File: src/rtl/rf_pkg.sv
// rf_pkg: shared register-file defaults, read-arbiter state enum and id-width helper
package rf_pkg;
    localparam int WIDTH = 32;
    localparam int SIZE  = 5;
    typedef enum logic [1:0] {IDLE, READ, RESP} state_t;
    function automatic int id_w(input int n);
        return (n > 1) ? $clog2(n) : 1;
    endfunction
endpackage

File: src/rtl/rf_read_arbiter_if.sv
// rf_read_arbiter_if: request, register-file read port, write snoop and response bundle
import rf_pkg::*;
interface rf_read_arbiter_if #(
    parameter int WIDTH = rf_pkg::WIDTH,
    parameter int SIZE  = rf_pkg::SIZE,
    parameter int NREQ  = 4
);
    localparam int IDW = id_w(NREQ);
    logic [NREQ-1:0]      req_valid;
    logic [NREQ*SIZE-1:0] req_addr;
    logic [NREQ-1:0]      req_ready;
    logic [SIZE-1:0]      rf_select;
    logic [WIDTH-1:0]     rf_data;
    logic                 wr_en;
    logic [SIZE-1:0]      wr_addr;
    logic [WIDTH-1:0]     wr_data;
    logic                 rsp_valid;
    logic [IDW-1:0]       rsp_id;
    logic [WIDTH-1:0]     rsp_data;
    logic [NREQ-1:0]      rsp_ready;
    modport slave (
        input  req_valid, req_addr, rf_data, wr_en, wr_addr, wr_data, rsp_ready,
        output req_ready, rf_select, rsp_valid, rsp_id, rsp_data
    );
    modport master (
        output req_valid, req_addr, rf_data, wr_en, wr_addr, wr_data, rsp_ready,
        input  req_ready, rf_select, rsp_valid, rsp_id, rsp_data
    );
endinterface

File: src/rtl/rr_arbiter.sv
// rr_arbiter: combinational round-robin pick starting just after ptr, grant gated by en
import rf_pkg::*;
module rr_arbiter #(
    parameter int NREQ = 4,
    localparam int IDW = id_w(NREQ)
) (
    input  logic [NREQ-1:0] req,
    input  logic [IDW-1:0]  ptr,
    input  logic            en,
    output logic [NREQ-1:0] gnt,
    output logic [IDW-1:0]  idx,
    output logic            any
);
    logic [IDW-1:0] c;
    always_comb begin
        gnt = '0;
        idx = '0;
        any = 1'b0;
        c   = '0;
        for (int k = 1; k <= NREQ; k++) begin
            c = IDW'((int'(ptr) + k) % NREQ);
            if (!any && req[c]) begin
                any = 1'b1;
                idx = c;
            end
        end
        gnt[idx] = en & any;
    end
endmodule

File: src/rtl/rf_read_arbiter.sv
// rf_read_arbiter: round-robin sharing of the register-file read port with optional write bypass
import rf_pkg::*;
module rf_read_arbiter #(
    parameter int WIDTH  = rf_pkg::WIDTH,
    parameter int SIZE   = rf_pkg::SIZE,
    parameter int NREQ   = 4,
    parameter bit BYPASS = 1'b1
) (
    input logic clk,
    input logic reset,
    rf_read_arbiter_if.slave bus
);
    localparam int IDW = id_w(NREQ);
    state_t           state, state_n;
    logic [IDW-1:0]   ptr, id_q, win;
    logic [SIZE-1:0]  addr_q;
    logic [WIDTH-1:0] rsp_data_q;
    logic [NREQ-1:0]  gnt;
    logic             window, any;
    // grants open in IDLE, or in RESP on the cycle the owner takes the response
    assign window = !reset && (state == IDLE || (state == RESP && bus.rsp_ready[id_q]));
    rr_arbiter #(.NREQ(NREQ)) u_arb (
        .req(bus.req_valid),
        .ptr(ptr),
        .en (window),
        .gnt(gnt),
        .idx(win),
        .any(any)
    );
    always_comb begin
        state_n = window ? (any ? READ : IDLE) : (state == READ ? RESP : state);
    end
    always_ff @(posedge clk or posedge reset) begin
        if (reset) begin
            state      <= IDLE;
            ptr        <= IDW'(NREQ - 1);
            id_q       <= '0;
            addr_q     <= '0;
            rsp_data_q <= '0;
        end else begin
            state <= state_n;
            if (window && any) begin
                addr_q <= bus.req_addr[win*SIZE +: SIZE];
                id_q   <= win;
                ptr    <= win;
            end
            if (state == READ)
                rsp_data_q <= (BYPASS && bus.wr_en && bus.wr_addr == addr_q) ? bus.wr_data : bus.rf_data;
        end
    end
    assign bus.req_ready = gnt;
    assign bus.rf_select = addr_q;
    assign bus.rsp_valid = (state == RESP);
    assign bus.rsp_id    = id_q;
    assign bus.rsp_data  = rsp_data_q;
endmodule

File: src/flat_wrapper.sv
// flat-port wrapper written by rule: the top's interface ports become plain ports
module rf_read_arbiter_flat 
#(
    parameter int WIDTH  = rf_pkg::WIDTH,
    parameter int SIZE   = rf_pkg::SIZE,
    parameter int NREQ   = 4,
    parameter bit BYPASS = 1'b1
)
  (clk, reset, bus_req_valid, bus_req_addr, bus_rf_data, bus_wr_en, bus_wr_addr, bus_wr_data, bus_rsp_ready, bus_req_ready, bus_rf_select, bus_rsp_valid, bus_rsp_id, bus_rsp_data);
  rf_read_arbiter_if #(.WIDTH(WIDTH), .SIZE(SIZE), .NREQ(NREQ)) bus_i ();
  input logic clk;
  input logic reset;
  input wire logic [$bits(bus_i.req_valid)-1:0] bus_req_valid;
  input wire logic [$bits(bus_i.req_addr)-1:0] bus_req_addr;
  input wire logic [$bits(bus_i.rf_data)-1:0] bus_rf_data;
  input wire logic [$bits(bus_i.wr_en)-1:0] bus_wr_en;
  input wire logic [$bits(bus_i.wr_addr)-1:0] bus_wr_addr;
  input wire logic [$bits(bus_i.wr_data)-1:0] bus_wr_data;
  input wire logic [$bits(bus_i.rsp_ready)-1:0] bus_rsp_ready;
  output wire logic [$bits(bus_i.req_ready)-1:0] bus_req_ready;
  output wire logic [$bits(bus_i.rf_select)-1:0] bus_rf_select;
  output wire logic [$bits(bus_i.rsp_valid)-1:0] bus_rsp_valid;
  output wire logic [$bits(bus_i.rsp_id)-1:0] bus_rsp_id;
  output wire logic [$bits(bus_i.rsp_data)-1:0] bus_rsp_data;
  assign bus_i.req_valid = bus_req_valid;
  assign bus_i.req_addr = bus_req_addr;
  assign bus_i.rf_data = bus_rf_data;
  assign bus_i.wr_en = bus_wr_en;
  assign bus_i.wr_addr = bus_wr_addr;
  assign bus_i.wr_data = bus_wr_data;
  assign bus_i.rsp_ready = bus_rsp_ready;
  assign bus_req_ready = bus_i.req_ready;
  assign bus_rf_select = bus_i.rf_select;
  assign bus_rsp_valid = bus_i.rsp_valid;
  assign bus_rsp_id = bus_i.rsp_id;
  assign bus_rsp_data = bus_i.rsp_data;
  rf_read_arbiter #(.WIDTH(WIDTH), .SIZE(SIZE), .NREQ(NREQ), .BYPASS(BYPASS)) u_core (.clk(clk), .reset(reset), .bus(bus_i));
endmodule
File: config.mk
export PLATFORM = sky130hd
export DESIGN_NAME = rf_read_arbiter_flat
export DESIGN_NICKNAME = d
export VERILOG_FILES = /design/src/rtl/rf_pkg.sv /design/src/rtl/rf_read_arbiter_if.sv /design/src/rtl/rr_arbiter.sv /design/src/rtl/rf_read_arbiter.sv /design/src/flat_wrapper.sv
export SDC_FILE = /design/constraint.sdc
export NUM_CORES = 1
export LEC_CHECK = 0
export BUFFER_PORTS_ARGS = -buffer_cell sky130_fd_sc_hd__buf_2
export CAP_MARGIN = 20
export CORE_MARGIN = 5
export CORE_UTILIZATION = 44
export CTS_BUF_LIST = sky130_fd_sc_hd__clkbuf_8
export CTS_CLUSTER_SIZE = 28
export DETAILED_ROUTE_END_ITERATION = 16
export PLACE_DENSITY = 0.88
export SLEW_MARGIN = 20
export SYNTH_ARGS = -nofsm -noshare
export SYNTH_HDL_FRONTEND = slang
export SYNTH_SLANG_ARGS = --single-unit
File: constraint.sdc
create_clock -name clk -period 2.1 [get_ports clk]
set_input_delay 0.315 -clock clk [delete_from_list [all_inputs] [get_ports clk]]
set_output_delay 0.315 -clock clk [all_outputs]
set_load 0.005 [all_outputs]
# Word level (Yosys, flattened, before mapping)
# Index checks and enable logic that the tools add are counted.
op_classes:
  n_mux: 24
  shifts: 1
  multipliers: 1
  n_addsub: 4
  order_cmp: 7
  eq_ne: 3
  bitwise_logic: 2
  reduce_logical: 15
op_table:
  columns: ["op", "count"]
  rows:
  - ["2-to-1 mux 32 bit", 1]
  - ["variable part select 20 x 6 -> 5 bit", 1]
  - ["< comparator 2 x 3 -> 1 bit, second input constant", 6]
  - ["2-to-1 mux 2 bit", 6]
  - ["2-to-1 mux 1 bit", 11]
  - ["binary-select mux 1 bit (select 2 bit)", 5]
  - ["logical AND 1 bit", 8]
  - ["equality test 5 bit", 1]
  - ["multiplier 2 x 3 -> 5 bit, second input constant", 1]
  - ["adder 2 x 1 -> 2 bit, second input constant", 2]
  - ["adder 2 bit, second input constant", 2]
  - ["bitwise AND 4 bit", 1]
  - ["logical NOT 1 bit", 4]
  - ["demux 1 bit (select 2 bit)", 1]
  - ["equality test 2 x 1 -> 1 bit, second input constant", 1]
  - ["equality test 2 bit, second input constant", 1]
  - [">= comparator 2 x 1 -> 1 bit, second input constant", 1]
  - ["logical NOT 2 bit", 1]
  - ["nonzero test 2 bit", 1]
  - ["bitwise AND 1 bit", 1]
  - ["logical OR 1 bit", 1]
word_totals:
  reg_bits: 43
  inputBits: 100

# Depth between registers and ports, before layout
# Gate-level depths: netlist of the first run.
logic_depth:
  depth_word: 18
  depth_mapped: 7

# Hierarchy
# Synthesis of the first run repeated with hierarchy kept, for this count alone.
hier_totals:
  hier_cells: 252
  area_unflattened_um2: 2384.8
by_module_without_submodules:
  columns: ["mod", "area_per_inst_um2", "cells_each", "n_inst"]
  rows:
  - ["rf_read_arbiter", 2262.2, 230, 1]
  - ["rr_arbiter", 122.6, 22, 1]

# Least setup slack after synthesis of the first run
# No wires, ideal clock.
synth_path:
  path_type: "input port to flip-flop"
  start: "input reset"
  end: "register u_core.state[1]"
  t_required_ns: 1.973
  path_slack_ns: 0.340
  arrival_time_ns: 1.633
  cell_stages: 3
  n_path_buf: 0
  path_cell_list: "inv_1 > a21oi_1 > or2_2"
synth_between:
  elab_chain_cells: 3
  word_cells_on_any_way: 4
  classes_between: "mux (1); reduce/logical (3)"
synth_lines:
  columns: ["element", "line_no", "rtl"]
  rows:
  - ["from (decl)", "flat_wrapper.sv:12", "input logic reset;"]
  - ["logical NOT 1 bit (no source line) *", null, null]
  - ["logical AND 1 bit *", "rf_read_arbiter.sv:21", "assign window = !reset && (state == IDLE || (state == RESP && bus.rsp_ready[id_q]));"]
  - ["2-to-1 mux 2 bit / nonzero test 2 bit (equally long branches)", null, null]
  - ["to (signal assigned)", "rf_read_arbiter.sv:41", "state <= state_n;"]
  - ["to (decl)", "rf_read_arbiter.sv:14", "state_t state, state_n;"]
# Mark *: on every way between the ends. The rest lies on a longest branch, timed or not.
# A chain may end at the register's enable or synchronous reset.

# Worst setup path in the final report of the first run
layout_path:
  start: "register u_core.id_q[0], in the netlist u_core.bus.rsp_id[0]"
  end: "output bus_req_ready[1]"
layout_between:
  elab_chain_cells: 7
layout_lines:
  columns: ["element", "line_no", "rtl"]
  rows:
  - ["from (decl)", "rf_read_arbiter.sv:15", "logic [IDW-1:0] ptr, id_q, win;"]
  - ["from (signal assigned)", "rf_read_arbiter.sv:44", "id_q <= win;"]
  - ["binary-select mux 1 bit (select 2 bit)", "rf_read_arbiter.sv:21", null]
  - ["2-to-1 mux 1 bit (not written as such)", "rf_read_arbiter.sv:21", null]
  - ["logical AND 1 bit", "rf_read_arbiter.sv:21", null]
  - ["logical OR 1 bit", "rf_read_arbiter.sv:21", null]
  - ["logical AND 1 bit", "rf_read_arbiter.sv:21", null]
  - ["bitwise AND 1 bit", "rr_arbiter.sv:27", "gnt[idx] = en & any;"]
  - ["bitwise AND 4 bit (no source line)", null, null]
  - ["to (decl)", "flat_wrapper.sv:20", "output wire logic [$bits(bus_i.req_ready)-1:0] bus_req_ready;"]
# Every way passes these cells. The select of a mux whose other input is x is not followed.

==> results of run 1 <==
-- per-stage QoR --
step                instance area [sq um]  instances  power, mW
CTS                                  3170        437       3.60
detailed placement                   3060        426       3.05
floorplan                            2270        219       2.36
global route                         3190        437       3.88
global placement                     3060        426       2.97
finish                               3190        437       3.56
-- power groups by stage --
| stage | Combinational [mW] | Clock (mW) | Sequential (mW) |
|---|---|---|---|
| floorplan | 0.839 | 0 | 1.52 |
| global placement | 1.48 | 0 | 1.49 |
| detailed placement | 1.54 | 0 | 1.51 |
| CTS | 1.59 | 0.514 | 1.49 |
| global route | 1.78 | 0.553 | 1.55 |
| finish | 1.58 | 0.492 | 1.49 |
-- worst max-delay path by stage --
stage	slack (ns)	from	to
after floorplan	0.34	reset	u_core.state[1]$_DFFE_PP0P_
after global placement	0.24	u_core.ptr[1]$_DFFE_PP1P_	bus_req_ready[1]
after detailed placement	0.17	u_core.ptr[1]$_DFFE_PP1P_	bus_req_ready[3]
after CTS	-0.03	u_core.bus.rsp_id[0]$_DFFE_PP0P_	bus_req_ready[1]
after global routing	-0.10	u_core.bus.rsp_id[0]$_DFFE_PP0P_	bus_req_ready[1]
final	0.0004	u_core.bus.rsp_id[0]$_DFFE_PP0P_	bus_req_ready[1]
-- flip-flops by register name, summed over array words and instances, names as in the netlist --
register and cells:
u_core.state 2, u_core.ptr 2, u_core.bus.rsp_id 2, u_core.bus.rsp_data 32, u_core.bus.rf_select 5
-- cell type report --
| cell class | instances | area (sq um) |
|---|---|---|
| Clock inverter | 3 | 16.3 |
| Clock buffer | 5 | 68.8 |
| Multi-Input combinational cell | 156 | 1110 |
| Inverter | 8 | 30.0 |
| Timing Repair Buffer | 152 | 796 |
| Sequential cell | 43 | 1080 |
| Tap cell | 70 | 87.6 |
| Fill cell | 420 | 1880 |
-- metal layers --
metal	up-vias	global-route usage, %
met1	985	19.2
met4	2	6.64
met5	-	0
li1	1065	-
met2	104	32.0
met3	10	6.36
-- cell usage after synthesis (3+ instances only) --
| master | number |
|---|---|
| a222oi_1 | 4 |
| o21ai_1 | 14 |
| nor2b_1 | 3 |
| o21ai_0 | 18 |
| buf_6 | 4 |
| nand2_1 | 39 |
| nand2b_1 | 5 |
| inv_1 | 8 |
| mux2i_1 | 42 |
| xor2_1 | 4 |
| clkbuf_1 | 6 |
| dfrtp_1 | 41 |
| nor2_1 | 5 |
-- what timing repair did --
item | in CTS | in global routing
endpoints found under the setup margin | 4 | 4
hold buffers | 0 | 0
resized for setup | 1 | 3
setup buffers | 3 | 0
pin swaps | 1 | 0
-- worst reg2reg max path: stages, from the launching register on --
cell and delay [ns]:
dfstp_2 0.62, nand2b_1 0.16, a21oi_2 0.09, o221ai_4 0.25, buf_4 0.27, mux2i_1 0.10
a222oi_1 0.32
-- kinds of logic (layout without fill, tap and decap cells) --
family / count (synthesis) / count (layout)
AOI/OAI and AO/OA: 45 / 45
and+or+nand+nor: 61 / 61
muxes: 45 / 45
DFF: 43 / 43
xor gates and xnor gates: 5 / 5
buffers and inverters: 20 / 168
==> results.ini, run 1 <==
[sta]
maxSlewHeadroom_pct=64.8
grt_setup_unrepaired=yes
drv_slew=0
period_share_pct=100
fin_skew_ns=0.00427
finalHoldViolCount=0
setup_tns_ns=0
finalSetupViolations=0
hold_ws_ns=0.176
timing.final.crit_period_ns=2.10
setup_slack_ns=0.000401
worstMarginPinSlew_ns=0.529
timing.fmax_mhz=476

[routing]
wl_per_cell_um=14.1
ant_nets=0
met2_length_um=3070
routed_wl_um=6140
drt-initial-drc-count=77
drt-met1-wl_um=2250
highest_layer=met5
vias=2166
drc=0
viasPerCell=4.96
dr.pass1.iters=4
wl_met3_um=735

[clocking]
clock_sinks=43
ctsHtreeMaxLevel=2
path_clk_slew_ns=0.08
cts_root_buffer=clkbuf_8
cts_buffer_depth=2
cts_tree=yes
numCtsBuffers=5
clock_latency_ns=0.28

[setup_path]
rrSetupSlack_ns=0.18
cp_max_fo=5
crit_family=multiplexers
slowest_stage=mux4_2
crit_buf_inv=1
path_class=reg2out
rr_endpoint=u_core.bus.rf_select[1]$_DFFE_PP0P_
cp.required_ns=1.78
path_cells=mux4_2 -> o211ai_4 -> nor2_1 -> and2_1 -> buf_2
reg2reg_from=u_core.ptr[1]$_DFFE_PP1P_
cp.depth=5
end_kind=output pin
cp.arrival_ns=1.78
critPathMaxStageDelay_ns=0.55
worst_r2r_path_depth=6
cp-start-kind=flip-flop

[worst_hold_path]
min_path_type=in2async

[synth]
synth_area_leader_cell=dfrtp_1
synthCells=219
synthMuxAreaShare_pct=20.5
synth_compound_area_share_pct=13.2
synth.area.top_cells=dfrtp_1 (45%), mux2i_1 (18%), nand2_1 (6.4%)
synth-main-ff-cell=dfrtp_1
synthAdderAreaFrac_pct=0
mappedNetlistArea_sq_um=2270
ys_seq_elements=43
avgSynthCellArea_sq_um=10.4
yosysSeqAreaShare_pct=47.4
synth_xor_area_share_pct=1.93
syn_nets=319
synth_edf_count=0
synth_top_area_share_pct=45.1
yosys.cell_types.count=35
synthArstFlopShare_pct=100
ys.warnings.count=0
synth-simple-area-share_pct=12.0
synth_top_family_by_area=multiplexers

[global_route]
grt_pass1_vias=2123
grt_start_max_net_pins=65
grt_pass1_wl_um=9250
grt_usage_pct=17.9
antenna_found_initial=1
grt_remaining_overflow=0

[pwr]
irDropWorstVdd_v=0.000564
netSwitchingPower_mw=1.30
p_sw_share_pct=36.4
internal_power_mw=2.27
cellPowerDensity_nw_per_um2=1120
p_seq_share_pct=41.9
leakage_nw=1.64
power_frac_clock_pct=13.8
power_frac_comb_pct=44.3

[floorplan]
io_pins=144
start_util_pct=44.8
die_y_um=81.9
die_w_um=81.9
die_area_sq_um=6700
core_area_sq_um=5070
row_count=26

[finish]
nets=466
mostFrequentLayoutCell=buf_2
num_antenna_cells=0
final_core_util_pct=62.9
layout-drive-gt1-share_pct=47.7
final_cell_mix=buf_2 (143), mux2i_1 (41), dfrtp_1 (41)
area_growth_pct=40.3

[place]
gp_congestion=0.798
pre_cts_slack_ns=0.169
portBuffers=143
hpwl_um=4860

[run_status]
outcome=finished clean

[run]
max_cap_violations=0

Power figures use the tool's default switching activity.
==> inputs of run 2 (changes only) <==
--- a/config.mk
+++ b/config.mk
@@ -8,11 +8,11 @@
 export BUFFER_PORTS_ARGS = -buffer_cell sky130_fd_sc_hd__buf_2
 export CAP_MARGIN = 20
 export CORE_MARGIN = 5
-export CORE_UTILIZATION = 44
+export CORE_UTILIZATION = 40
 export CTS_BUF_LIST = sky130_fd_sc_hd__clkbuf_8
 export CTS_CLUSTER_SIZE = 28
 export DETAILED_ROUTE_END_ITERATION = 16
-export PLACE_DENSITY = 0.88
+export PLACE_DENSITY = 0.82
 export SLEW_MARGIN = 20
 export SYNTH_ARGS = -nofsm -noshare
 export SYNTH_HDL_FRONTEND = slang
==> run 2 against run 1 <==
  * The run now ends with negative setup slack left
  * Total power grew 4.2%
  * Design area grew 1.3%
  * Count of clock-buffer cells in the layout grew 1
  * Cell count grew 0.69%
  * Clock power grew 32%
  * Via count shrank 3.6%
  * Global-route usage shrank 2.2 points
  * Critical path depth is the same
  * Critical endpoint is now bus_req_ready[2]
  * Largest power group unchanged
==> results.ini, run 2 (synthesized netlist as in run 1, its figures left out) <==
[run_status]
outcome=finished with violations
violations=negative setup slack

[finish]
fin_cells=440  ; +0.69%
largest_reg_flops=32  ; unchanged
area_growth_pct=42.2
nFillCells=478  ; +14%
layout-drive-gt1-share_pct=48.6  ; +0.96 points
final_cell_mix=buf_2 (143), mux2i_1 (42), dfrtp_1 (41)
fin_area_sq_um=3230  ; +1.3%
nets=467  ; +0.21%
mostFrequentLayoutCell=buf_2
num_antenna_cells=0  ; unchanged

[pwr]
total_power_mw=3.71  ; +4.2%
netSwitchingPower_mw=1.29  ; -0.71%
p_sw_share_pct=34.6  ; -1.7 points
internal_power_mw=2.43  ; +7.0%
power_frac_clock_pct=17.5  ; +3.7 points
p_seq_share_pct=40.0  ; -1.9 points
cellPowerDensity_nw_per_um2=1150  ; +2.8%
irDropWorstVdd_v=0.000583  ; +3.4%
power_frac_comb_pct=42.5  ; -1.8 points
leakage_nw=1.66  ; +1.7%

[setup_path]
cp.required_ns=1.78  ; about the same
cp_max_fo=6  ; +1
slowest_stage=mux4_2
cp-start-kind=flip-flop
path_cells=mux4_2 -> o211ai_4 -> nand2b_4 -> nor2_2 -> buf_2
path_class=reg2out
critPathMaxStageDelay_ns=0.56  ; about the same
end_kind=output pin
cp.arrival_ns=1.82  ; +0.04 ns

[sta]
finalSetupViolations=3  ; +3
worstMarginPinSlew_ns=0.530  ; +0.00141 ns
setup_slack_ns=-0.0379  ; -0.0383 ns
period_share_pct=102  ; +1.8 points
fin_skew_ns=0.00405  ; -0.000213 ns
drv_slew=0  ; unchanged
timing.final.crit_period_ns=2.14  ; +0.0383 ns
maxSlewHeadroom_pct=64.7  ; -0.094 points
timing.fmax_mhz=468  ; -1.8%
setup_tns_ns=-0.103  ; -0.103 ns
finalHoldViolCount=0  ; unchanged
grt_setup_unrepaired=yes

[floorplan]
core_area_sq_um=5510  ; +8.5%
row_count=27  ; +3.8%
start_util_pct=41.3  ; -3.5 points
die_area_sq_um=7290  ; +8.8%
die_w_um=85.4  ; +4.3%
io_pins=144  ; unchanged
die_y_um=85.4  ; +4.3%

[place]
place_area_sq_um=3070  ; +0.33%
hpwl_um=4610  ; -5.0%
portBuffers=143  ; unchanged
gp_congestion=0.805  ; +0.81%
placedCellCount=429  ; +0.70%

[routing]
drc=0  ; unchanged
viasPerCell=4.74  ; -4.3%
routed_wl_um=5890  ; -4.1%
ant_nets=0  ; unchanged
wl_per_cell_um=13.4  ; -4.7%
drt-initial-drc-count=37  ; -52%
dr.pass1.iters=4  ; unchanged
vias=2087  ; -3.6%

[global_route]
grt_usage_pct=15.7  ; -2.2 points
grt_start_max_net_pins=65  ; unchanged
grt_pass1_wl_um=9330  ; +0.82%
grt_remaining_overflow=0  ; unchanged
antenna_found_initial=0  ; -1
grt_pass1_vias=2085  ; -1.8%

[clocking]
cts_buffer_depth=2  ; unchanged
cts_tree=yes
numCtsBuffers=5  ; unchanged
ctsHtreeMaxLevel=2  ; unchanged
clock_latency_ns=0.29  ; about the same
cts_root_buffer=clkbuf_8
path_clk_slew_ns=0.08  ; about the same
clock_sinks=43  ; unchanged

[run]
max_cap_violations=0  ; unchanged

[worst_hold_path]
min_path_type=in2async

==> run 2: worst max-delay path, delay by kind of cell, from the launching register on <==
kind	cells	cell delay, ns
flip-flops	1	0.38
buffers and inverters	1	0.12
multiplexers	1	0.56
AND/OR/NAND/NOR	2	0.23
AO/OA/AOI/OAI	1	0.25
==> run 2: area by class of cell <==
class | instances | area [sq um] | area share, %
Clock buffer | 6 | 82.6 | 2.55
Clock inverter | 2 | 35.0 | 1.08
Inverter | 8 | 30.0 | 0.929
Multi-Input combinational cell | 156 | 1110 | 34.4
Sequential cell | 43 | 1080 | 33.4
Tap cell | 72 | 90.1 | 2.79
Timing Repair Buffer | 153 | 803 | 24.8
==> run 2: metal layers <==
layer / track usage (%) / share of wire [%]
met4: 4.17 / 1.1
met3: 6.50 / 12
met1: 17.6 / 39
met5: 0 / 0
met2: 27.4 / 48
==> run 2: what timing repair did <==
item / 4_1_cts / 5_1_grt
resized for setup: 4 / 1
pin swaps: 3 / 3
buffers inserted: 3 / 0
hold buffers: 0 / 0
endpoints found under the setup margin: 4 / 4
endpoints found under the hold margin: 0 / 0
==> run 2: worst paths after layout <==
| check | end | slack [ns] | cells past startpoint | start |
|---|---|---|---|---|
| setup / recovery | bus_req_ready[2] | -0.04 | 5 | u_core.bus.rsp_id[0]$_DFFE_PP0P_ |
| hold / removal | u_core.bus.rsp_data[9]$_DFFE_PP0P_ | 0.19 | 3 | reset |
| setup reg to reg | u_core.bus.rf_select[2]$_DFFE_PP0P_ | 0.17 | 5 | u_core.ptr[1]$_DFFE_PP1P_ |
| hold reg to reg | u_core.bus.rsp_data[11]$_DFFE_PP0P_ | 0.48 | 2 | u_core.bus.rsp_data[11]$_DFFE_PP0P_ |
| max in group asynchronous | u_core.ptr[1]$_DFFE_PP1P_ | 1.55 | 3 | reset |
| min in group clk | u_core.bus.rsp_data[0]$_DFFE_PP0P_ | 0.30 | 3 | bus_rf_data[0] |
==> run 2: stage by stage <==
| stage | hold WS (ns) | util (%) | setup WS [ns] |
|---|---|---|---|
| after global routing | 0.216 | 58.7 | -0.140 |
| final | 0.189 | 58.7 | -0.0379 |
| after floorplan | 0.449 | - | 0.340 |
| after CTS | 0.189 | 58.7 | -0.0865 |
| after detailed placement | 0.465 | 55.7 | 0.161 |
| after global placement | 0.457 | 55.7 | 0.216 |
==> run 2: power by group through the flow <==
| stage | combinational, mW | clock (mW) | sequential (mW) |
|---|---|---|---|
| after detailed placement | 1.54 | 0 | 1.50 |
| after floorplan | 0.839 | 0 | 1.52 |
| after global routing | 1.77 | 0.713 | 1.55 |
| final | 1.58 | 0.651 | 1.49 |
| after CTS | 1.61 | 0.667 | 1.49 |
| after global placement | 1.50 | 0 | 1.48 |
